===== config.mk =====
export PLATFORM = sky130hd
export DESIGN_NAME = uart_tx_arbiter
export DESIGN_NICKNAME = d
export VERILOG_FILES = /design/src/rtl/uart_tx_arbiter.sv
export SDC_FILE = /design/constraint.sdc
export NUM_CORES = 1
export LEC_CHECK = 0
export CAP_MARGIN = 10
export CORE_ASPECT_RATIO = 1.5
export CORE_MARGIN = 5
export CORE_UTILIZATION = 55
export CTS_BUF_LIST = sky130_fd_sc_hd__clkbuf_8
export CTS_CLUSTER_SIZE = 28
export DETAILED_ROUTE_END_ITERATION = 12
export GPL_TIMING_DRIVEN = 0
export PLACE_DENSITY = 0.89
export SLEW_MARGIN = 20
export SYNTH_ARGS = -nofsm -noshare
export SYNTH_HDL_FRONTEND = slang
export SYNTH_SLANG_ARGS = --single-unit

===== constraint.sdc =====
create_clock -name CLK -period 2.5 [get_ports CLK]
set_input_delay 0.5 -clock CLK [delete_from_list [all_inputs] [get_ports CLK]]
set_output_delay 0.5 -clock CLK [all_outputs]
set_load 0.05 [all_outputs]

===== src/rtl/uart_tx_arbiter.sv =====
// uart_tx_arbiter: two-requester round-robin arbiter in front of an 8N1 UART
// transmitter. A byte is accepted only while the transmitter is idle. It is
// then shifted out LSB first as one start bit, eight data bits and one stop bit.
// Each bit lasts CLKS_PER_BIT clock cycles.
//
// Handshake (both requesters): a byte transfers in the cycle where VALID=1 and
// READY=1. READY is combinational and is high only in IDLE, only for the
// requester that wins arbitration, and never during RST. At most one READY is
// high in any cycle. DATA is sampled only in the transfer cycle.
module uart_tx_arbiter #(
    // Clock cycles per UART bit; legal range 2..65535 (fits the 16-bit counter)
    parameter int CLKS_PER_BIT = 416
) (
    input  logic       CLK,
    input  logic       RST,
    input  logic       REQ0_VALID,
    input  logic [7:0] REQ0_DATA,
    output logic       REQ0_READY,
    input  logic       REQ1_VALID,
    input  logic [7:0] REQ1_DATA,
    output logic       REQ1_READY,
    output logic       UART_TXD,
    output logic       BUSY,
    output logic       GRANT_ID,
    output logic [1:0] DBG_STATE
);

    typedef enum logic [1:0] {
        IDLE  = 2'd0,
        START = 2'd1,
        DATA  = 2'd2,
        STOP  = 2'd3
    } state_t;

    localparam int              CNT_W     = 16;
    localparam logic [CNT_W-1:0] BAUD_LAST = CNT_W'(CLKS_PER_BIT - 1);

    state_t           state;
    logic [CNT_W-1:0] baud_cnt;
    logic [2:0]       bit_idx;
    logic [7:0]       shift_reg;
    logic             txd_q;
    logic             grant_q;
    // Id of the last granted requester; reset to 1 so requester 0 wins the
    // first contention after reset.
    logic             last_grant;

    logic             grant_any;
    logic             grant_sel;
    logic [7:0]       grant_data;
    logic             baud_done;

    // Arbitration: a single valid requester wins. When both are valid, the
    // requester that was not granted last time wins. Nothing is granted
    // outside IDLE or during reset.
    always_comb begin
        grant_any = 1'b0;
        grant_sel = 1'b0;
        if (!RST && state == IDLE) begin
            if (REQ0_VALID && REQ1_VALID) begin
                grant_any = 1'b1;
                grant_sel = ~last_grant;
            end else if (REQ0_VALID) begin
                grant_any = 1'b1;
                grant_sel = 1'b0;
            end else if (REQ1_VALID) begin
                grant_any = 1'b1;
                grant_sel = 1'b1;
            end
        end
    end

    assign REQ0_READY = grant_any && !grant_sel;
    assign REQ1_READY = grant_any &&  grant_sel;
    assign grant_data = grant_sel ? REQ1_DATA : REQ0_DATA;
    assign baud_done  = (baud_cnt == BAUD_LAST);

    assign UART_TXD  = txd_q;
    assign GRANT_ID  = grant_q;
    assign BUSY      = (state != IDLE);
    assign DBG_STATE = state;

    // Frame sequencer. The line level is registered, so the value driven in a
    // state is set up on the edge that enters that state (or enters that bit).
    always_ff @(posedge CLK) begin
        if (RST) begin
            state      <= IDLE;
            baud_cnt   <= '0;
            bit_idx    <= '0;
            shift_reg  <= '0;
            txd_q      <= 1'b1;
            grant_q    <= 1'b0;
            last_grant <= 1'b1;
        end else begin
            case (state)
                IDLE: begin
                    txd_q <= 1'b1;
                    if (grant_any) begin
                        shift_reg  <= grant_data;
                        grant_q    <= grant_sel;
                        last_grant <= grant_sel;
                        baud_cnt   <= '0;
                        bit_idx    <= '0;
                        txd_q      <= 1'b0;
                        state      <= START;
                    end
                end
                START: begin
                    if (baud_done) begin
                        baud_cnt <= '0;
                        bit_idx  <= '0;
                        txd_q    <= shift_reg[0];
                        state    <= DATA;
                    end else begin
                        baud_cnt <= baud_cnt + 1'b1;
                    end
                end
                DATA: begin
                    if (baud_done) begin
                        baud_cnt <= '0;
                        if (bit_idx == 3'd7) begin
                            txd_q <= 1'b1;
                            state <= STOP;
                        end else begin
                            bit_idx   <= bit_idx + 1'b1;
                            shift_reg <= {1'b0, shift_reg[7:1]};
                            txd_q     <= shift_reg[1];
                        end
                    end else begin
                        baud_cnt <= baud_cnt + 1'b1;
                    end
                end
                STOP: begin
                    if (baud_done) begin
                        baud_cnt <= '0;
                        state    <= IDLE;
                    end else begin
                        baud_cnt <= baud_cnt + 1'b1;
                    end
                end
                default: begin
                    state <= IDLE;
                    txd_q <= 1'b1;
                end
            endcase
        end
    end

endmodule


# Word level (Yosys, flattened, before mapping)
# Index checks and enable logic that the tools add are counted.
# classes
n_addsub,2
n_eq_ne,11
n_mux,31
bitwise_logic,1
n_reduce_logical,16
# op_table
operator,count
$mux 16,2
$mux 8,4
$pmux 16 s2,1
$add 16x1->16 const B,1
$eq 16x9->1 const B,1
$pmux 8 s2,1
$mux 3,4
$ne 2x2->1 const B,6
$mux 1,11
$mux 2,5
$reduce_and 5->1,2
$pmux 3 s3,1
$pmux 2 s4,1
$eq 2x2->1 const B,2
$logic_and 1x1->1,4
$reduce_and 4->1,1
$reduce_bool 2->1,2
$add 3x1->3 const B,1
$eq 3x3->1 const B,1
$pmux 1 s3,1
$reduce_and 3->1,1
$reduce_bool 3->1,1
$reduce_or 3->1,1
$eq 2x1->1 const B,1
other kinds (4),5
# word_totals
reg_bits,32
output_inout_bits,7
word_cells,68

# Depth between registers and ports, before layout
# depth
ltp_word,7
ltp_mapped,8
ltp_nobuf,6

# Worst setup path before layout
# Ideal clock, no wire load.
# synth_path
kind,register to output
startpoint,reg state[0] (netlist: DBG_STATE[0])
endpoint,out REQ0_READY
t_arrival_ns,2.495
required_time_ns,2.000
path_slack_ns,-0.495
stages_incl_launch_ff,7
path_buffers,2
path_cell_list,dfxtp_1 -> inv_1 -> ha_1 -> buf_2 -> buf_1 -> nand2_1 -> nor3_1
# synth_via
elab_chain_len,5
# synth_rtl
element,line,rtl
"start, declared",38,state_t state;
"start signal, assigned",87,state <= IDLE;
"start signal, assigned",105,state <= START;
"start signal, assigned",113,state <= DATA;
$logic_not 2->1 (*),59,if (!RST && state == IDLE) begin
$logic_and 1x1->1 (*),59,
$mux 1,59,
$logic_not 1->1,73,assign REQ0_READY = grant_any && !grant_sel;
$logic_and 1x1->1 (*),73,
"end, declared",18,"output logic REQ0_READY,"
# Mark *: on every way between the ends. The rest lies on a longest branch, timed or not.

# Worst setup path after layout
# layout_path
startpoint,reg state[0] (netlist: DBG_STATE[0])
endpoint,out BUSY
# layout_via
elab_chain_len,1
# layout_rtl
element,line,rtl
$reduce_bool 2->1,80,assign BUSY = (state != IDLE);
"end, declared",23,"output logic BUSY,"
# Every way passes these cells.

==> results.toml <==
[finish]
final_nets = 301
antenna_cells = 0
largest_register_ffs = 16
drive_above_1_share = 0.114
area_growth_pct = 20.3
final_area_mm2 = 0.00245

[setup_path]
regToRegEndpoint = "baud_cnt[14]"
critPathLaunchType = "flop"
worst_r2r_startpoint = "DBG_STATE[0]"
crit_chain = "inv_1 -> ha_1 -> buf_2 -> inv_1 -> dlygate4sd2_1"
startpoint = "DBG_STATE[0]"
cp_max_fo = 9
critPathBufInv = 4
reg2regPathDepth = 8
critPathCapture = "BUSY"
crit_arrival_ns = 1.86
critPathMostFrequentCell = "inv_1"
cp_slowest_cell = "dlygate4sd2_1"
crit_type = "reg2out"
r2r_slack_ns = 0.37
cp.depth = 5
critical_path.endpoint_type = "output port"
slowest_delay_ns = 0.54
cpLargestDelayFamily = "buffers and inverters"
critPathRequiredTime_ns = 2.00

[timing]
timing.fmax_mhz = 424
slew_headroom = 0.629
hold_viol_final = 0
finalCritPeriodShare = 0.944
period_needed_ns = 2.36
worst_pin_slew_ns = 0.542
setup_viol = 0
holdWs_ns = 0.484
rsz0062_at_grt = "no"
skew_ns = 0.00826
drv_slew = 0

[synthesis]
ys_seq_area_frac = 0.314
ys_seq_elements = 32
syn_avg_cell_area_um2 = 8.53
synthArstFlopShare = 0
ys.flop_type = "dfxtp_1"
yosysWarnings = 0
synth_cell_types = 45
syn_area_mm2 = 0.00204
synth_edf_count = 0
synth_cells = 239
syn_nets = 267

[floorplan]
start_util = 0.564
die_w_um = 59.7
top_level_ports = 27
core.rowCount = 27
die_area_mm2 = 0.00505
core_area_mm2 = 0.00361
fp.dieH_um = 84.6

[placed_design]
place_congestion = 0.857
place_area_mm2 = 0.00235
dp_hpwl_um = 3590
io_buffers = 25

[routing]
viasPerCell = 6.13
drc = 0
vias = 1937
drt_iter0_markers = 80
routedWlPerCell_um = 15.3
ant_nets = 0
dr.pass1.iters = 4
wl_um = 4840

[power]
comb_power_share = 0.491
sw_frac_of_total = 0.428
power_frac_seq = 0.321
p_clk_frac = 0.188
p_switching_uw = 851
power.density_mw_per_mm2 = 811
leakage_uw = 0.000844
ir_drop_uv = 556
internal-power_uw = 1140

[clocking]
cts.reportedPaths.clkPinSlew_ns = 0.07
cts_inserted_buffers = 5
cts_tree = "yes"
cts_buffer_depth = 2
htree_levels = 2
clock_sinks = 32
worstSkewPairLatency_ns = 0.29
root_buffer = "clkbuf_8"

[outcome]
outcome = "finished clean"

[grt]
overflow = 0
grt_pass1_wl_um = 8020
antenna_found_initial = 0
grt_pass1_vias = 1888
grt_usage = 0.202
grt_max_degree = 11

[run]
maxCapViolCount = 0

[worst_hold_path]
hold_class = "reg2reg"
hold_start = "bit_idx[2]"
## worst register-to-register path, cell delays in order, from the launching register on
cell and delay (ns):
dfxtp_1 0.41, inv_1 0.11, ha_1 0.20, buf_2 0.19, and2_1 0.16, clkbuf_1 0.17
nand2b_1 0.21, clkbuf_1 0.41, a22oi_1 0.16
## cell usage in the layout (no fill, tap or decap), types with 4 or more instances in the layout
master           Yosys  final
dfxtp_1             32     32
nand2b_1             8      8
clkbuf_8             0      5
mux2i_1             14     14
a22oi_1              6      6
buf_2                7      6
nor3_1               5      4
ha_1                 8      8
a2111oi_0           10     10
clkdlybuf4s50_1      0     22
or3_1                6      6
buf_4                0      5
xnor2_1              9      9
nand2_1              9      9
a21oi_1             23     23
a31o_1               7      7
nor2_1              19     19
clkbuf_1             7      7
inv_1               18     19
nand3_1              8      8
## area by class of cell
type                    count  area, µm²
plain buffers              17       86.3
well taps                  43       53.8
multi-input cells         172       1270
repair buffers             27        259
inverters                  18       67.6
clock inverters             2       8.76
flip-flops and latches     32        641
fillers                   275       1160
clock buffers               5       68.8
## how the worst min path moves through the flow
| stage | endpoint | slack (ns) | cells after the start |
|---|---|---|---|
| after floorplan | bit_idx[1] | 0.45 | 2 |
| after global placement | bit_idx[2] | 0.47 | 2 |
| after detailed placement | bit_idx[2] | 0.47 | 2 |
| after CTS | bit_idx[2] | 0.48 | 2 |
| after global routing | shift_reg[7] | 0.52 | 2 |
| final | bit_idx[2] | 0.48 | 2 |
## Yosys cell counts, types with 2 or more instances
master | count | area [µm²]
a2111oi_0 | 10 | 87.6
a2111oi_2 | 2 | 30.0
a211o_1 | 3 | 26.3
a211oi_1 | 3 | 22.5
a21oi_1 | 23 | 115
a22oi_1 | 6 | 45.0
a31o_1 | 7 | 61.3
buf_1 | 2 | 7.51
buf_2 | 7 | 35.0
clkbuf_1 | 7 | 26.3
dfxtp_1 | 32 | 641
ha_1 | 8 | 100
inv_1 | 18 | 67.6
mux2i_1 | 14 | 140
nand2_1 | 9 | 33.8
nand2b_1 | 8 | 50.1
nand3_1 | 8 | 40.0
nand3b_1 | 2 | 15.0
nand4_1 | 3 | 18.8
nor2_1 | 19 | 71.3
nor3_1 | 5 | 25.0
o21ai_0 | 3 | 15.0
o31ai_1 | 3 | 22.5
or3_1 | 6 | 37.5
or4_1 | 3 | 22.5
xnor2_1 | 9 | 78.8
## what timing repair did
action / in CTS / in global routing
pin swaps: 0 / 0
resized for setup: 14 / 4
endpoints found under the setup margin: 3 / 2
hold buffers: 0 / 0
hold endpoints to repair: 0 / 0
buffers inserted: 0 / 2
## logic make-up after synthesis
logic type      share of synthesized area
flops                               0.314
simple gates                        0.188
fa+ha+maj                          0.0491
buf+inv                            0.0724
compound gates                      0.269
mux                                0.0688
xor+xnor                           0.0387
## per-stage QoR
| stage | cells | TNS [ns] | total power (µW) | util | setup WS, ns |
|---|---|---|---|---|---|
| floorplan | 239 | 0 | 1350 | - | 0.0955 |
| global placement | 307 | -0.959 | 1590 | 0.651 | -0.540 |
| detailed placement | 307 | -0.997 | 1600 | 0.651 | -0.544 |
| CTS | 314 | 0 | 1970 | 0.671 | 0.0221 |
| global route | 316 | 0 | 2100 | 0.678 | 0.0311 |
| finish | 316 | 0 | 1990 | 0.678 | 0.139 |
## power groups by stage
stage	logic, µW	clock network [µW]	registers [µW]
floorplan	643	0	705
global placement	943	0	643
detailed placement	958	0	647
CTS	960	377	636
global route	1060	395	645
finish	976	373	638
## routing by layer
layer | wire [µm] | vias to the layer above | global-route usage
li1 | - | 945 | -
met1 | 1780 | 913 | 0.192
met2 | 2740 | 66 | 0.380
met3 | 218 | 13 | 0.0462
met4 | 99 | 0 | 0.101
met5 | 0 | - | 0
(Power assumes the default switching activity.)
